--- src/rtl/johnson_counter_param.sv ---
// -----------------------------------------------------------------------------
// johnson_counter_param
//
// Parameterised Johnson (twisted-ring) counter with 2*WIDTH phases. It supports
// bidirectional stepping, synchronous clear and phase load, and it corrects
// itself out of illegal states. The binary phase index is decoded
// combinationally from the state register.
//
// Ports
//   clk        : system clock; all state updates happen on the rising edge
//   reset_n    : asynchronous active-low reset (q=0, wrap=0, err=0)
//   en         : count enable; one step per enabled cycle
//   dir        : 1 = up (shift left), 0 = down (shift right)
//   clr        : synchronous clear to phase 0 (highest priority)
//   load       : synchronous load of the phase given on load_phase
//   load_phase : phase index to load, 0..2*WIDTH-1
//   q          : Johnson state register
//   phase      : binary phase index decoded from q (reads 0 while q is illegal)
//   wrap       : registered one-cycle pulse after an en step crosses the ring end
//   err        : registered one-cycle pulse on an illegal-state correction or a
//                bad load
// -----------------------------------------------------------------------------
module johnson_counter_param #(
    parameter int WIDTH = 4,
    localparam int PW = $clog2(2 * WIDTH)
) (
    input  logic             clk,
    input  logic             reset_n,
    input  logic             en,
    input  logic             dir,
    input  logic             clr,
    input  logic             load,
    input  logic [PW-1:0]    load_phase,
    output logic [WIDTH-1:0] q,
    output logic [PW-1:0]    phase,
    output logic             wrap,
    output logic             err
);

    localparam int NPH = 2 * WIDTH;

    logic [WIDTH-1:0] q_r;
    logic [WIDTH-1:0] q_next;
    logic             legal;
    logic             wrap_next;
    logic             err_next;

    // Phase k encodes as k low ones for k <= WIDTH. Past that point the ones
    // are cleared from the bottom, one per phase.
    function automatic logic [WIDTH-1:0] encode(input logic [PW-1:0] k);
        logic [WIDTH-1:0] v;
        int ki;
        ki = int'(k);
        for (int i = 0; i < WIDTH; i++) begin
            v[i] = (ki <= WIDTH) ? (i < ki) : (i >= ki - WIDTH);
        end
        return v;
    endfunction

    // A valid Johnson word has at most one boundary between its ones and its
    // zeros.
    function automatic logic is_legal(input logic [WIDTH-1:0] v);
        int t;
        t = 0;
        for (int i = 0; i < WIDTH - 1; i++) begin
            if (v[i] != v[i+1]) t++;
        end
        return (t <= 1);
    endfunction

    function automatic int popcount(input logic [WIDTH-1:0] v);
        int n;
        n = 0;
        for (int i = 0; i < WIDTH; i++) begin
            if (v[i]) n++;
        end
        return n;
    endfunction

    // Decode: the first half of the ring has MSB=0 and phase=popcount. The
    // second half has MSB=1 and the ones drain away, so phase=2W-popcount.
    always_comb begin
        int pop;
        legal = is_legal(q_r);
        pop   = popcount(q_r);
        phase = '0;
        if (legal) begin
            phase = q_r[WIDTH-1] ? PW'(NPH - pop) : PW'(pop);
        end
    end

    // Next-state priority: clr > load > correction > en step > hold.
    // NOTE: every output of this block gets a default first, so no path can
    // leave a value unassigned and infer a latch.
    always_comb begin
        q_next    = q_r;
        wrap_next = 1'b0;
        err_next  = 1'b0;
        if (clr) begin
            q_next = '0;
        end else if (load) begin
            if (int'(load_phase) < NPH) begin
                q_next = encode(load_phase);
            end else begin
                err_next = 1'b1;
            end
        end else if (!legal) begin
            q_next   = '0;
            err_next = 1'b1;
        end else if (en) begin
            if (dir) begin
                q_next    = {q_r[WIDTH-2:0], ~q_r[WIDTH-1]};
                wrap_next = (phase == PW'(NPH - 1));
            end else begin
                q_next    = {~q_r[0], q_r[WIDTH-1:1]};
                wrap_next = (phase == '0);
            end
        end
    end

    // NOTE: state registers use non-blocking assignments, so every flop samples
    // the values from before the edge regardless of statement order.
    always_ff @(posedge clk or negedge reset_n) begin
        if (!reset_n) begin
            q_r  <= '0;
            wrap <= 1'b0;
            err  <= 1'b0;
        end else begin
            q_r  <= q_next;
            wrap <= wrap_next;
            err  <= err_next;
        end
    end

    assign q = q_r;

endmodule
--- config.mk ---
export PLATFORM = sky130hd
export DESIGN_NAME = johnson_counter_param
export DESIGN_NICKNAME = d
export VERILOG_FILES = /design/src/rtl/johnson_counter_param.sv
export SDC_FILE = /design/constraint.sdc
export NUM_CORES = 1
export LEC_CHECK = 0
export BUFFER_PORTS_ARGS = -buffer_cell sky130_fd_sc_hd__buf_2
export CAP_MARGIN = 20
export CORE_ASPECT_RATIO = 1.2
export CORE_MARGIN = 4
export CORE_UTILIZATION = 35
export DETAILED_ROUTE_END_ITERATION = 8
export SYNTH_ARGS = -nofsm -noshare
export SYNTH_HDL_FRONTEND = slang
export SYNTH_SLANG_ARGS = --single-unit
--- constraint.sdc ---
create_clock -name clk -period 5.37 [get_ports clk]
set_input_delay 0.8055 -clock clk [delete_from_list [all_inputs] [get_ports clk]]
set_output_delay 0.8055 -clock clk [all_outputs]
set_load 0.05 [all_outputs]
After elaboration in Yosys (flattened, before gate mapping)
Index checks and enable logic that the tools add are counted.
{ "word_totals": {"ff_bits": 6, "in_bits": 9, "output_inout_bits": 9, "wordCells": 54} }
{ "op_classes": {"add_sub_neg": 7, "order_cmp": 10, "n_eq_ne": 5, "mux": 26, "n_bitwise": 2, "reduce_logical": 1} }
{ "ops": {"columns": ["operator", "count"], "rows": [
  ["$add A32 B2 Y32 const B", 2],
  ["$mux W32", 2],
  ["$le A32 B2 Y1 const B", 1],
  ["$mux W4", 5],
  ["$mux W3", 5],
  ["$mux W1", 14],
  ["$ge A3 B4 Y1 const A", 2],
  ["$add A3 B2 Y3 const B", 2],
  ["$lt A1 B3 Y1 const A", 2],
  ["$lt A2 B3 Y1 const A", 2],
  ["$ge A1 B4 Y1 const A", 1],
  ["$ge A2 B4 Y1 const A", 1],
  ["$ne A4 B4 Y1 const B", 1],
  ["$sub A3 B3 Y4 const B", 1],
  ["$eq A3 B3 Y1 const B", 1],
  ["$le A3 B3 Y1 const B", 1],
  ["$logic_not A3 Y1", 1],
  ["$ne A1 B1 Y1", 3],
  ["$sub A1 B3 Y3 const A", 1],
  ["$add A1 B1 Y2 const B", 1],
  ["$not A1 Y1", 2]
]} }

Longest topological paths before layout
{ "logic_depth": {"word_depth": 16, "ltp_mapped": 8, "depth_no_buf": 8} }

Worst setup path after synthesis
Ideal clock, no wire load.
{ "synth_path": {"path_type": "register -> output", "start": "register q_r[0], in the netlist q[0]", "end": "output port phase[1]", "t_arrival_ns": 2.481, "setup_slack_ns": 2.084, "stages_incl_launch_ff": 7, "n_path_buf": 0, "path_cell_list": "dfrtp_1 inv_1 ha_1 ha_1 o21ai_1 o21ai_0 nor2_1"} }
{ "synth_between": {"elab_chain_len": 10} }
{ "synth_lines": {"columns": ["item", "line_no", "text"], "rows": [
  ["start, declared", "42", "logic [WIDTH-1:0] q_r;"],
  ["start signal, assigned", "129", "q_r <= q_next;"],
  ["branches (longest 9 deep; another with $add A32 B2 Y32)", null, null],
  ["$mux W3 (*)", "87", "if (legal) begin"],
  ["end, declared", "35", "output logic [PW-1:0] phase,"]
]} }
Mark *: on every way between the ends.

Worst setup path after layout
{ "layout_path": {"start": "register q_r[1], in the netlist q[1]", "end": "output port phase[1]"} }
{ "layout_between": {"elab_chain_len": 8} }
{ "layout_lines": {"columns": ["item", "line_no"], "rows": [
  ["$ne A1 B1 Y1 / $mux W3 (equally long branches)", "66, 75"],
  ["$mux W1 / $add A3 B2 Y3 (equally long branches)", "66, 75"],
  ["$add A32 B2 Y32 / $mux W3 (equally long branches)", "66, 75"],
  ["$mux W32 / $add A3 B2 Y3 (equally long branches)", "66, 75"],
  ["$add A32 B2 Y32 / $mux W3 (equally long branches)", "66, 75"],
  ["$mux W32 / $sub A1 B3 Y3 (equally long branches)", "66, 88"],
  ["$le A32 B2 Y1 / $mux W3 (equally long branches)", "68, 88"],
  ["$mux W3 (*)", "87"]
]} }
Every way passes the cells marked *; elsewhere a longest branch is shown, timed or not.

==> qor.yml <==
critical_path:
  arrival_ns: 2.23
  cpPeakStageDelay_ns: 0.46
  path_buf_inv: 2
  worstPathMaxFanout: 7
  crit_chain: "inv_1 -> ha_1 -> ha_1 -> o21ai_1 -> o21ai_0 -> nor2_1 -> buf_2"
  cp-end-kind: "output pin"
  r2r-end: "wrap"
  slowest_stage: "dfrtp_1"
  worstSetupPathType: "reg -> out"
  r2r_cells: 8
  cp-startpoint: "q[1]"
  cpMostUsedCell: "ha_1"
  path_depth: 7
  crit_path_end: "phase[1]"
  critPathLaunchType: "flop"
  cp.required_ns: 4.56
  crit_family: "adder cells"
  reg2reg_setup_slack_ns: 3.17
  r2r-start: "q[1]"
place:
  pre_cts_ws_ns: 2.58
  gp_congestion: 0.790
  io_buffers: 17
  dp_hpwl_um: 1180
timing:
  setup_viol: 0
  min_period_over_period_pct: 56.5
  final.setup.tns_ns: 0
  clock_skew_ns: 0.000268
  final-hold-violation-count: 0
  post-route-min-period_ns: 3.03
  timing.slew.headroom_pct: 69.1
  slew_viol_final: 0
  finalWorstSetupSlack_ns: 2.34
  rsz0062_at_grt: "false"
  tightestPinTransition_ns: 0.463
  clock.fmax_mhz: 330
drt:
  wl_per_cell_um: 13.1
  drt_pass1_iterations: 4
  ant_nets: 0
  routed-via-count: 603
  drc: 0
  wl_um: 1450
  drt_iter0_markers: 9
  viasPerCell: 5.43
global_route:
  antenna_found_initial: 0
  grt_pass1_vias: 588
  grt_pass1_wl_um: 2460
  grt_max_degree: 11
  grt_util_all_layers_pct: 13.3
  overflow: 0
clock_network:
  post_cts_buffers: 0
  cts_tree: "done"
  cts_buffers: 3
  path_clk_slew_ns: 0.04
  hold_buffers: 0
  root_buffer: "clkbuf_4"
  clockBufferDepth: 2
  clock_sinks: 6
  insertion_delay_ns: 0.24
  ctsResizeCount: 0
  cts_max_level: 1
logic_synthesis:
  syn_avg_cell_area_um2: 8.37
  syn_area_um2: 644
  synth.distinct_cells: 32
  ys_seq_elements: 6
  yosysSeqAreaShare_pct: 23.3
  synthCells: 77
  syn_nets: 90
  ys_warn_count: 0
finish:
  syn_to_final_growth_pct: 16.1
  insertedDiodeCount: 0
  layout-drive-gt1-share_pct: 23.7
  final_nets: 108
floorplan:
  die-area_mm2: 0.00259
  die_h_um: 55
  die_x_um: 47.2
  fp-row-count: 16
  pin_count: 18
  start_util_pct: 38.3
  core_mm2: 0.00168
run:
  cap_violations: 0
power_and_ir_drop:
  leakage_nw: 0.376
  power_density_mw_per_mm2: 334
  vdd_drop_max_uv: 147
worst_hold_path:
  min_path_type: "in -> async"
status:
  status: "completed"
[per-stage QoR]
step / power (mW) / hold WS, ns / util [%] / instances / cell area, um^2
floorplan: 0.180 / 0.510 / - / 77 / 644
global placement: 0.209 / 0.618 / 43.2 / 108 / 726
detailed placement: 0.209 / 0.631 / 43.2 / 108 / 726
CTS: 0.252 / 0.376 / 44.5 / 111 / 748
global route: 0.268 / 0.383 / 44.5 / 111 / 748
finish: 0.250 / 0.376 / 44.5 / 111 / 748
[flip-flops by register name (all words and copies together), names as in the netlist]
name  count
q         4
err       1
wrap      1
[layer usage]
| layer | vias to the layer above | routed length, um | track usage [%] |
|---|---|---|---|
| met4 | 0 | 12 | 5.53 |
| li1 | 310 | - | - |
| met1 | 278 | 619 | 15.4 |
| met3 | 2 | 55 | 1.94 |
| met2 | 13 | 765 | 23.8 |
| met5 | - | 0 | 0 |
[report_power, final]
part           switching (mW)  internal (mW)  total (mW)  leakage, nW
clock                  0.0163         0.0253      0.0416       0.0138
sequential             0.0111         0.0502      0.0613       0.0803
combinational          0.0976         0.0490       0.147        0.282
total                   0.125          0.125       0.250        0.376
[cell families after synthesis]
kind of cell / Yosys count / share of synthesized area (%)
fa+ha+maj: 4 / 7.77
simple gates: 28 / 23.3
buf+inv: 12 / 8.74
compound gates: 17 / 19.8
mux: 3 / 4.66
xor+xnor: 7 / 12.4
flops: 6 / 23.3
[final cells by class]
type / instances / area [um^2]
Fill cell: 183 / 933
Multi-Input combinational cell: 59 / 438
Sequential cell: 6 / 150
Timing Repair Buffer: 17 / 85.1
Inverter: 8 / 30.0
Clock buffer: 3 / 22.5
Tap cell: 18 / 22.5
[synthesized netlist by cell type]
library cell | n | area share (%)
dfrtp_1 | 6 | 23
buf_4 | 1 | 1.2
xnor2_4 | 1 | 4.3
nor3_1 | 10 | 7.8
a2bb2oi_1 | 1 | 1.4
inv_1 | 8 | 4.7
a21boi_1 | 1 | 1.2
xnor2_1 | 3 | 4.1
o211ai_1 | 1 | 1.2
o2111a_1 | 1 | 1.7
nand4b_4 | 1 | 3.7
mux2i_1 | 3 | 4.7
nor2b_1 | 2 | 1.9
a21oi_1 | 1 | 0.78
nand3_1 | 1 | 0.78
o21ai_1 | 1 | 0.78
ha_1 | 4 | 7.8
o21a_1 | 1 | 1.2
buf_1 | 1 | 0.58
o21bai_1 | 1 | 1.2
o211a_1 | 1 | 1.6
o2111ai_1 | 1 | 1.4
a211o_1 | 1 | 1.4
o21ai_0 | 2 | 1.6
nand2_1 | 8 | 4.7
clkbuf_1 | 1 | 0.58
a22oi_1 | 4 | 4.7
buf_6 | 1 | 1.7
nand3b_1 | 1 | 1.2
nand4_1 | 1 | 0.97
nor2_1 | 4 | 2.3
xor2_1 | 3 | 4.1
[worst min-delay path by stage]
| stage | startpoint | end | slack, ns | cells after the start |
|---|---|---|---|---|
| 2_1_floorplan | reset_n | err | 0.51 | 0 |
| 3_3_place_gp | q[0] | q[0] | 0.62 | 2 |
| 3_5_place_dp | q[0] | q[0] | 0.63 | 2 |
| 4_1_cts | reset_n | q[2] | 0.38 | 1 |
| 5_1_grt | reset_n | wrap | 0.38 | 1 |
| 6_report | reset_n | q[2] | 0.38 | 1 |
[cells in the final DEF (no fill, tap or decap), types with 2 or more instances in the layout]
master    netlist  final
ha_1            4      4
mux2i_1         3      3
nor2_1          4      4
nor3_1         10     10
xor2_1          3      3
xnor2_1         3      3
o21ai_0         2      2
clkbuf_4        0      3
inv_1           8      8
dfrtp_1         6      6
nand2_1         8      8
buf_2           0     17
nor2b_1         2      2
a22oi_1         4      4
Note: power is estimated with default switching activity, not from simulation.
